File: src/rtl/io_stream_write_array.sv
// io_stream_write_array
// Drains an input stream into consecutive array locations starting at a
// supplied base address, then reports the number of words written on a
// completion handshake. Write-side counterpart of io_stream_read_array.
//
// Start handshake (in_*) : base address and word count, accepted only in IDLE.
// Stream input (sIn*)    : one word per fire, consumed only while running.
// Array port (arr_*)     : at most one outstanding write, request held stable
//                          until the array accepts it.
// Completion (out_*)     : out_count equals the latched word count.

module io_stream_write_array #(
    parameter int unsigned intN  = 8,
    parameter int unsigned addrN = 8
) (
    input  logic             clk,
    input  logic             rst,

    // start request
    input  logic             in_valid,
    output logic             in_ready,
    input  logic [addrN-1:0] base,
    input  logic [addrN-1:0] len,

    // completion
    output logic             out_valid,
    input  logic             out_ready,
    output logic [addrN-1:0] out_count,

    // input stream
    input  logic [intN-1:0]  sIn,
    input  logic             sIn_valid,
    output logic             sIn_ready,

    // array write port
    output logic [addrN-1:0] arr_addr,
    output logic [intN-1:0]  arr_di,
    output logic             arr_we,
    output logic             arr_valid,
    input  logic             arr_ready
);

    typedef enum logic [1:0] {
        IDLE  = 2'd0,
        RUN   = 2'd1,
        DRAIN = 2'd2,
        DONE  = 2'd3
    } state_t;

    state_t           state;
    logic             pend;
    logic [addrN-1:0] ptr;
    logic [addrN-1:0] rem;
    logic [addrN-1:0] count;

    logic             in_fire;
    logic             sin_fire;
    logic             arr_fire;
    logic             out_fire;

    // Handshake decode; stream readiness lets a new word replace a write
    // that the array is accepting in the same cycle.
    assign in_ready  = (state == IDLE);
    assign sIn_ready = (state == RUN) && (!pend || arr_ready);
    assign arr_valid = pend;
    assign arr_we    = pend;

    assign in_fire   = in_valid  && in_ready;
    assign sin_fire  = sIn_valid && sIn_ready;
    assign arr_fire  = pend      && arr_ready;
    assign out_fire  = out_valid && out_ready;

    // Transfer sequencer: latches the request, issues one array write per
    // accepted stream word, waits for the last write, then reports completion.
    always_ff @(posedge clk or posedge rst) begin
        if (rst) begin
            state     <= IDLE;
            pend      <= 1'b0;
            ptr       <= '0;
            rem       <= '0;
            count     <= '0;
            out_valid <= 1'b0;
            out_count <= '0;
            arr_addr  <= '0;
            arr_di    <= '0;
        end else begin
            case (state)
                IDLE: begin
                    if (in_fire) begin
                        ptr   <= base;
                        rem   <= len;
                        count <= len;
                        if (len == addrN'(0)) begin
                            state     <= DONE;
                            out_valid <= 1'b1;
                            out_count <= len;
                        end else begin
                            state <= RUN;
                        end
                    end
                end

                RUN: begin
                    if (sin_fire) begin
                        pend     <= 1'b1;
                        arr_addr <= ptr;
                        arr_di   <= sIn;
                        ptr      <= ptr + addrN'(1);
                        rem      <= rem - addrN'(1);
                        if (rem == addrN'(1)) begin
                            state <= DRAIN;
                        end
                    end else if (arr_fire) begin
                        pend <= 1'b0;
                    end
                end

                DRAIN: begin
                    if (arr_fire || !pend) begin
                        pend      <= 1'b0;
                        state     <= DONE;
                        out_valid <= 1'b1;
                        out_count <= count;
                    end
                end

                DONE: begin
                    if (out_fire) begin
                        out_valid <= 1'b0;
                        state     <= IDLE;
                    end
                end

                default: begin
                    state     <= IDLE;
                    pend      <= 1'b0;
                    out_valid <= 1'b0;
                end
            endcase
        end
    end

endmodule

File: config.mk
export PLATFORM = sky130hd
export DESIGN_NAME = io_stream_write_array
export DESIGN_NICKNAME = d
export VERILOG_FILES = /design/src/rtl/io_stream_write_array.sv
export SDC_FILE = /design/constraint.sdc
export NUM_CORES = 1
export LEC_CHECK = 0
export CAP_MARGIN = 15
export CORE_AREA = 4 4 78 80
export CTS_CLUSTER_DIAMETER = 30
export CTS_CLUSTER_SIZE = 16
export DETAILED_ROUTE_END_ITERATION = 7
export DIE_AREA = 0 0 82 84
export MAX_ROUTING_LAYER = met4
export PLACE_DENSITY = 0.87
export SLEW_MARGIN = 20
export SYNTH_ARGS = -nofsm -noshare
export SYNTH_HDL_FRONTEND = slang
export SYNTH_SLANG_ARGS = --single-unit
File: constraint.sdc
create_clock -name clk -period 2.3 [get_ports clk]
set_input_delay 0.23 -clock clk [delete_from_list [all_inputs] [get_ports clk]]
set_output_delay 0.23 -clock clk [all_outputs]
set_load 0.02 [all_outputs]
Yosys cells after proc, flatten, opt, wreduce, memory -nomap -nowiden. Index checks and enable logic that the tools add are counted.

Reduce and logical (&&, ||, !) cells: 21. $add $sub $neg: 2. Multiplexer cells: 26. Equal/unequal tests: 11.

Operators by type and width (count): $mux W8 (7); $pmux W8 S2 (3); $mux W2 (6); $reduce_and A5 Y1 (2); $add A8 B1 Y8 const B (1); $eq A8 B1 Y1 const B (1); $logic_not A8 Y1 (1); $pmux W2 S4 (1); $sub A8 B1 Y8 const B (1); $mux W1 (7); $ne A2 B1 Y1 const B (3); $ne A2 B2 Y1 const B (3); $reduce_and A3 Y1 (2); $reduce_bool A2 Y1 (3); $logic_and A1 B1 Y1 (5); $eq A2 B2 Y1 const B (2); $reduce_and A2 Y1 (2); $reduce_and A4 Y1 (1); $ne A3 B3 Y1 const B (1); $pmux W1 S3 (1); $reduce_bool A3 Y1 (1); $eq A2 B1 Y1 const B (1); $logic_not A2 Y1 (1); $logic_or A1 B1 Y1 (2); other kinds (2) (2).

Logic and storage cells: 69. Register bits: 52.

Longest topological paths before layout. Gate-level depths: netlist (run 1).

Depth in word-level cells: 6. Depth in mapped cells: 9. Depth with buffers taken out: 7.

Worst setup path before layout (run 1). Ideal clock, no wire load.

Kind: register -> output. From: register state[1]. To: output port sIn_ready. Required time: 2.070 ns. Path slack: 0.254 ns. Stages on the path, launching flop included: 7. Arrival: 1.816 ns. Path through: dfrtp_1 inv_1 ha_1 clkbuf_1 clkbuf_1 clkbuf_1 nor2b_1.

Cells in the longest elaborated chain, start to end: 2.

Ends and longest elaborated chain: start, declared (line 50) `state_t state;`; start signal, assigned (line 77) `state <= IDLE;`; start signal, assigned (line 94) `state <= DONE;`; start signal, assigned (line 98) `state <= RUN;`; $eq A2 B1 Y1 (line 64) `assign sIn_ready = (state == RUN) && (!pend || arr_ready);`; $logic_and A1 B1 Y1 (line 64); end, declared (line 33) `output logic sIn_ready,`.

Every way passes these cells.

Worst setup path after layout (run 1). Ends and elaborated chain as after synthesis.

==> metrics, run 1 <==
row count=27; first-pass GRT wire length=roughly 9.9 mm; number of buffers and inverters on the critical path=2; Syn Area/Cell=11.1 um2; DR pass1 iterations=5; Register-to-Register Setup Slack=220 ps; Ant. Diodes=0; initial antenna violation count=0; P&R area growth vs syn=31.9%; vias in the first global route=around 2100; Total Routing Usage GR=0.186; post-CTS setup buffer count=0; crit path max fanout=7; total power=5.07 mW; # resized after CTS=0; core area=0.00541 mm2; ANT nets after route=0; outcome=finished, final reports clean; clk root buf=clkbuf_8; CTS tree=done; port buffer count=58; CTS Buffer Depth=2; vias after detailed routing=2068; Max Cap Violations=0; WL per Instance=15.4 um; Hold Path Class=input pin to asynchronous set/reset pin; WP data required=just over 2000 ps; Yosys cell types=41; # IOs=59; Reg area=0.00130 mm2; CP arrival=1910 ps; hold_buf cts=0; chip width=82 um; P_leak=1.43 nW; Cells after Synth=238; Worst setup EP type=output pin; area leader, netlist=dfrtp_1; Final Util=0.647; Final min period=2140 ps; # fillers=451; Slew HR=0.561; fmax=466 MHz; post-synthesis cell area=0.00265 mm2; Final WS setup=156 ps; RSZ-0062 raised after global routing=false; sw frac=0.388; worst path cell trace=inv_1 > ha_2 > nor2b_1 > clkdlybuf4s50_1; Via density=5.46; clock-pin slew on the worst setup and hold paths=90 ps; slowest stage cell, crit path=clkdlybuf4s50_1; Top FF cell, synth=dfrtp_1; Setup-failing EPs final=0; cell-internal power=between 3 and 4 mW; largest net degree at the start of global routing=53; clock skew=6.54 ps; dpl ws=-35.4 ps; Comb pwr share=0.527; most frequent cells in the layout=58 x clkdlybuf4s50_1, 52 x dfrtp_1, 40 x mux2_2, 19 x nand2_1, 18 x o21ai_0; register area share after synthesis=0.491; Post-synth EDFFs=0; final WL=5.83 mm; DRC=0; CP top delay family=buffers and inverters; pwr/cell area=1450 mW/mm2; die height=roughly 84 um; class of the most critical setup path=flip-flop to output pin; layout cell share with drive strength beyond 1=0.238; Net Count, Synth=277; slew at the pin closest to its max-slew limit=658 ps; Startpoint Class=flip-flop; final slew viol count=0; Post-DP HPWL=4.21 mm; Clock Power Share=0.134; NetSw=1.97 mW; DRT iter0 DRCs=101; initial core utilization=0.490; flops & latches, synth=52; most common cell after layout, fill and taps aside=clkdlybuf4s50_1; asr flop ratio synth=1.00; Die ar.=0.00689 mm2; area of the multi-input gates=between 0.001 and 0.0015 mm2; Seq pwr share=0.339; Nets=345; design area=0.00349 mm2; RD Place Congestion=0.861; Sink Count=52; placed cell areas=0.00336 mm2; Num CTS Buffers=5; final hold slack=428 ps; CP max stage delay=600 ps; Warnings, synthesis=0; H-tree depth=2; top cell type's share of synthesized area=0.491; fin crit share=0.932; final hold vios=0; clock latency on the worst-skew pair=300 ps; Area contributors post-synth=dfrtp_1 49%, mux2_2 17%, ha_1 4.2%; GRT Residual Overflow=0; Max VDD drop=0.647 mV
==> final cells by class <==
class / instances / share of cell area
clock buffer: 7 / 0.0276
clock inverter: 1 / 0.00859
inverter: 11 / 0.0118
multi-input combinational: 164 / 0.358
sequential: 52 / 0.372
tap: 72 / 0.0258
timing repair buffer: 72 / 0.196
==> path summary, 6_finish.rpt <==
check | start | to | cells after the start
max | state[1]$_DFFE_PP0P_ | sIn_ready | 4
min | rst | arr_di[0]$_DFFE_PP0P_ | 3
max reg2reg | state[1]$_DFFE_PP0P_ | ptr[0]$_DFFE_PP0P_ | 8
min reg2reg | count[5]$_DFFE_PP0P_ | count[5]$_DFFE_PP0P_ | 1
max in group asynchronous | rst | arr_di[6]$_DFFE_PP0P_ | 3
min in group clk | count[5]$_DFFE_PP0P_ | count[5]$_DFFE_PP0P_ | 1
==> flip-flops by register name, indices dropped and copies added, names as in the netlist, 2 cells and up <==
signal and count:
rem 8, state 2, out_count 8, arr_di 8, count 8, ptr 8
arr_addr 8
==> per-layer routing <==
| metal | global-route usage | share of wire |
|---|---|---|
| met4 | 0.0498 | 0.013 |
| met5 | - | 0 |
| met1 | 0.231 | 0.43 |
| met2 | 0.312 | 0.52 |
| met3 | 0.0259 | 0.040 |
==> worst min-delay path, stage by stage <==
cell,delay (ps)
clkdlybuf4s50_1,410
inv_2,50
buf_4,520
==> power by group through the flow <==
stage	sequential [mW]	combinational [mW]	clock [mW]
floorplan	1.94	1.49	0
global placement	1.69	2.58	0
detailed placement	1.73	2.67	0
CTS	1.71	2.68	0.697
global route	1.79	2.93	0.734
finish	1.72	2.67	0.678
==> kinds of logic (layout without fill, tap and decap cells) <==
logic type | count (synthesis) | after routing | share of synthesized area
AND/OR/NAND/NOR | 51 | 51 | 0.0968
multiplexers | 44 | 44 | 0.185
adder cells (fa/ha/maj) | 9 | 9 | 0.0425
AO/OA/AOI/OAI | 60 | 60 | 0.145
buffers and inverters | 22 | 91 | 0.0392
flip-flops | 52 | 52 | 0.491
==> synthesized netlist by cell type, drive strengths merged, types with 2 or more instances <==
cell type  number
nor2b           3
dfrtp          52
mux2i           4
o32ai           2
nand3           8
or4             2
nor2            8
ha              9
or3             2
a2bb2oi         5
inv            11
o22ai           5
mux2           40
o21a            2
clkbuf          6
o21ai          18
nor3            4
nand2          21
buf             5
a21oi          18
==> through the flow <==
stage	instances	TNS, ps
floorplan	238	0
global placement	371	0
detailed placement	371	-188
CTS	379	0
global route	379	0
finish	379	0
(Power assumes the default switching activity.)
==> run 2, diff against run 1 <==
--- a/config.mk
+++ b/config.mk
@@ -6,10 +6,11 @@
 export NUM_CORES = 1
 export LEC_CHECK = 0
+export ABC_AREA = 1
 export CAP_MARGIN = 15
-export CORE_AREA = 4 4 78 80
+export CORE_AREA = 4 4 81 83
 export CTS_CLUSTER_DIAMETER = 30
 export CTS_CLUSTER_SIZE = 16
 export DETAILED_ROUTE_END_ITERATION = 7
-export DIE_AREA = 0 0 82 84
+export DIE_AREA = 0 0 85 87
 export MAX_ROUTING_LAYER = met4
 export PLACE_DENSITY = 0.87
==> constraint.sdc (replaced) <==
create_clock -name clk -period 2.3 [get_ports clk]
set_input_delay 0.23 -clock clk [delete_from_list [all_inputs] [get_ports clk]]
set_output_delay 0.23 -clock clk [all_outputs]
set_load 0.01 [all_outputs]
==> metrics, run 2 <==
CP max stage delay=550 ps; register area share after synthesis=0.445; core area=0.00585 mm2; largest net degree at the start of global routing=53; CTS tree=done; final WL=6.31 mm; flops & latches, synth=52; fmax=around 470 MHz; Total Routing Usage GR=0.184; area of the multi-input gates=0.00138 mm2; Net Count, Synth=between 300 and 400; final slew viol count=0; DRT iter0 DRCs=163; outcome=finished, final reports clean; area leader, netlist=dfrtp_1; port buffer count=58; die height=a little under 90 um; Warnings, synthesis=0; Die ar.=0.00740 mm2; vias in the first global route=2387; Top FF cell, synth=dfrtp_1; dpl ws=roughly 270 ps; Num CTS Buffers=5; RSZ-0062 raised after global routing=false; Max VDD drop=0.545 mV; Area contributors post-synth=dfrtp_1 44%, nand2_1 12%, nor2_1 4.5%; cell count of the worst reg-to-reg path=8; Max Cap Violations=0; P_leak=1.71 nW; hold_buf cts=0; Post-synth EDFFs=0; CTS Buffer Depth=2; Ant. Diodes=0; Inst Count DP=between 400 and 500; Cells after Synth=351; DR pass1 iterations=4; Commonest cells post-synth=96 x nand2_1, 52 x dfrtp_1, 35 x nor2_1; CP top delay family=buffers and inverters; slew at the pin closest to its max-slew limit=651 ps; worst path cell trace=inv_1 > ha_1 > inv_4 > a21oi_1 > clkdlybuf4s50_1; Startpoint Class=flip-flop; # resized after CTS=0; Reg area=0.00130 mm2; top cell type's share of synthesized area=0.445; DRC=0; layout cell share with drive strength beyond 1=0.148; crit path max fanout=18; initial antenna violation count=0; pwr/cell area=1380 mW/mm2; GRT Residual Overflow=0; Via density=5.08; Nets=roughly 440; most frequent cells in the layout=96 x nand2_1, 58 x clkdlybuf4s50_1, 52 x dfrtp_1, 35 x nor2_1, 33 x inv_1; first-pass GRT wire length=between 10 and 15 mm; row count=28; chip width=85 um; class of the most critical setup path=flip-flop to output pin; CP arrival=1880 ps; post-route setup TNS=0 ps; Hold Path Class=input pin to asynchronous set/reset pin; vias after detailed routing=around 2400; r2r endpoint=rem[2]$_DFFE_PP0P_; clock-pin slew on the worst setup and hold paths=90 ps; clock latency on the worst-skew pair=320 ps; most frequent cell after synthesis=nand2_1; Worst setup EP type=output pin; Final WS setup=193 ps; # IOs=59; fin crit share=0.916; Yosys cell types=31; number of buffers and inverters on the critical path=3; Syn Area/Cell=8.34 um2; # fillers=498; most common cell after layout, fill and taps aside=nand2_1; WP data required=2070 ps; post-CTS setup buffer count=0; post-synthesis cell area=0.00293 mm2; Sink Count=52; Slew HR=0.566; clock skew=approximately 15 ps; H-tree depth=2; Post-DP HPWL=4.60 mm; WL per Instance=13.2 um; fin cells=480; Final min period=2110 ps; clk root buf=clkbuf_8; Register-to-Register Setup Slack=between 200 and 300 ps; ANT nets after route=0; RD Place Congestion=around 0.88; Setup-failing EPs final=0; worst r2r src=state[1]$_DFFE_PP0P_; P&R area growth vs syn=23.0%; slowest stage cell, crit path=clkdlybuf4s50_1; final hold vios=0; asr flop ratio synth=1.00; initial core utilization=0.500
## run 2: cell types whose count changed after synthesis, sizes merged, moves of 5 or more
cell | previous run | this run
a21oi | 18 | 2
a2bb2oi | 5 | 0
buf | 5 | 12
inv | 11 | 36
mux2 | 40 | 11
nand2 | 21 | 112
nand3 | 8 | 20
nand4 | 0 | 5
nor2 | 8 | 36
o21ai | 18 | 45
o22ai | 5 | 0
## run 2: routing by layer
layer  share of wire  vias up  track usage
li1                -     1227            -
met1            0.44     1118        0.230
met2            0.48       74        0.304
met3           0.055       17       0.0312
met4           0.021        0       0.0633
met5               0        -            -
## run 2: area by class of cell
cell class / instances / share of cell area
multi-input cells: 249 / 0.383
flip-flops and latches: 52 / 0.361
repair buffers: 60 / 0.165
inverters: 36 / 0.0382
well taps: 75 / 0.0261
clock buffers: 5 / 0.0191
clock inverters: 3 / 0.00695
## run 2: stage by stage
stage,instance area (um2),hold WS (ps),utilization,power (mW)
6_report,3600,391,0.615,4.98
2_1_floorplan,2930,364,-,3.66
3_5_place_dp,3510,472,0.599,4.44
4_1_cts,3600,421,0.615,5.00
3_3_place_gp,3510,462,0.599,4.33
5_1_grt,3600,484,0.615,5.42
## run 2: power breakdown
part / internal [mW] / total (mW) / switching [mW]
logic: 1.20 / 2.71 / 1.51
clock network: 0.222 / 0.545 / 0.323
registers: 1.37 / 1.73 / 0.356
total: 2.79 / 4.98 / 2.19
## run 2: worst min-delay path, cell delays in order
cell	delay, ps
clkdlybuf4s50_1	410
inv_2	50
buf_4	510
## run 2: how the worst max path moves through the flow
| stage | startpoint | to | slack (ps) | cells after the start |
|---|---|---|---|---|
| after global routing | state[1]$_DFFE_PP0P_ | rem[2]$_DFFE_PP0P_ | 60 | 8 |
| after floorplan | state[0]$_DFFE_PP0P_ | rem[3]$_DFFE_PP0P_ | 740 | 9 |
| after detailed placement | state[1]$_DFFE_PP0P_ | rem[4]$_DFFE_PP0P_ | 270 | 8 |
| after global placement | state[1]$_DFFE_PP0P_ | rem[3]$_DFFE_PP0P_ | 340 | 8 |
| final | state[1]$_DFFE_PP0P_ | sIn_ready | 190 | 5 |
| after CTS | state[1]$_DFFE_PP0P_ | sIn_ready | 180 | 5 |
## run 2: logic make-up after synthesis
kind of cell | share of synthesized area
compound gates | 0.109
flops | 0.445
mux | 0.0564
buf+inv | 0.0842
fa+ha+maj | 0.0385
simple gates | 0.267
==> run 3, diff against run 2 <==
- CAP_MARGIN: 15 -> default
==> results of run 3 <==
The final DEF is identical to that of run 2; final timing and power are the same.
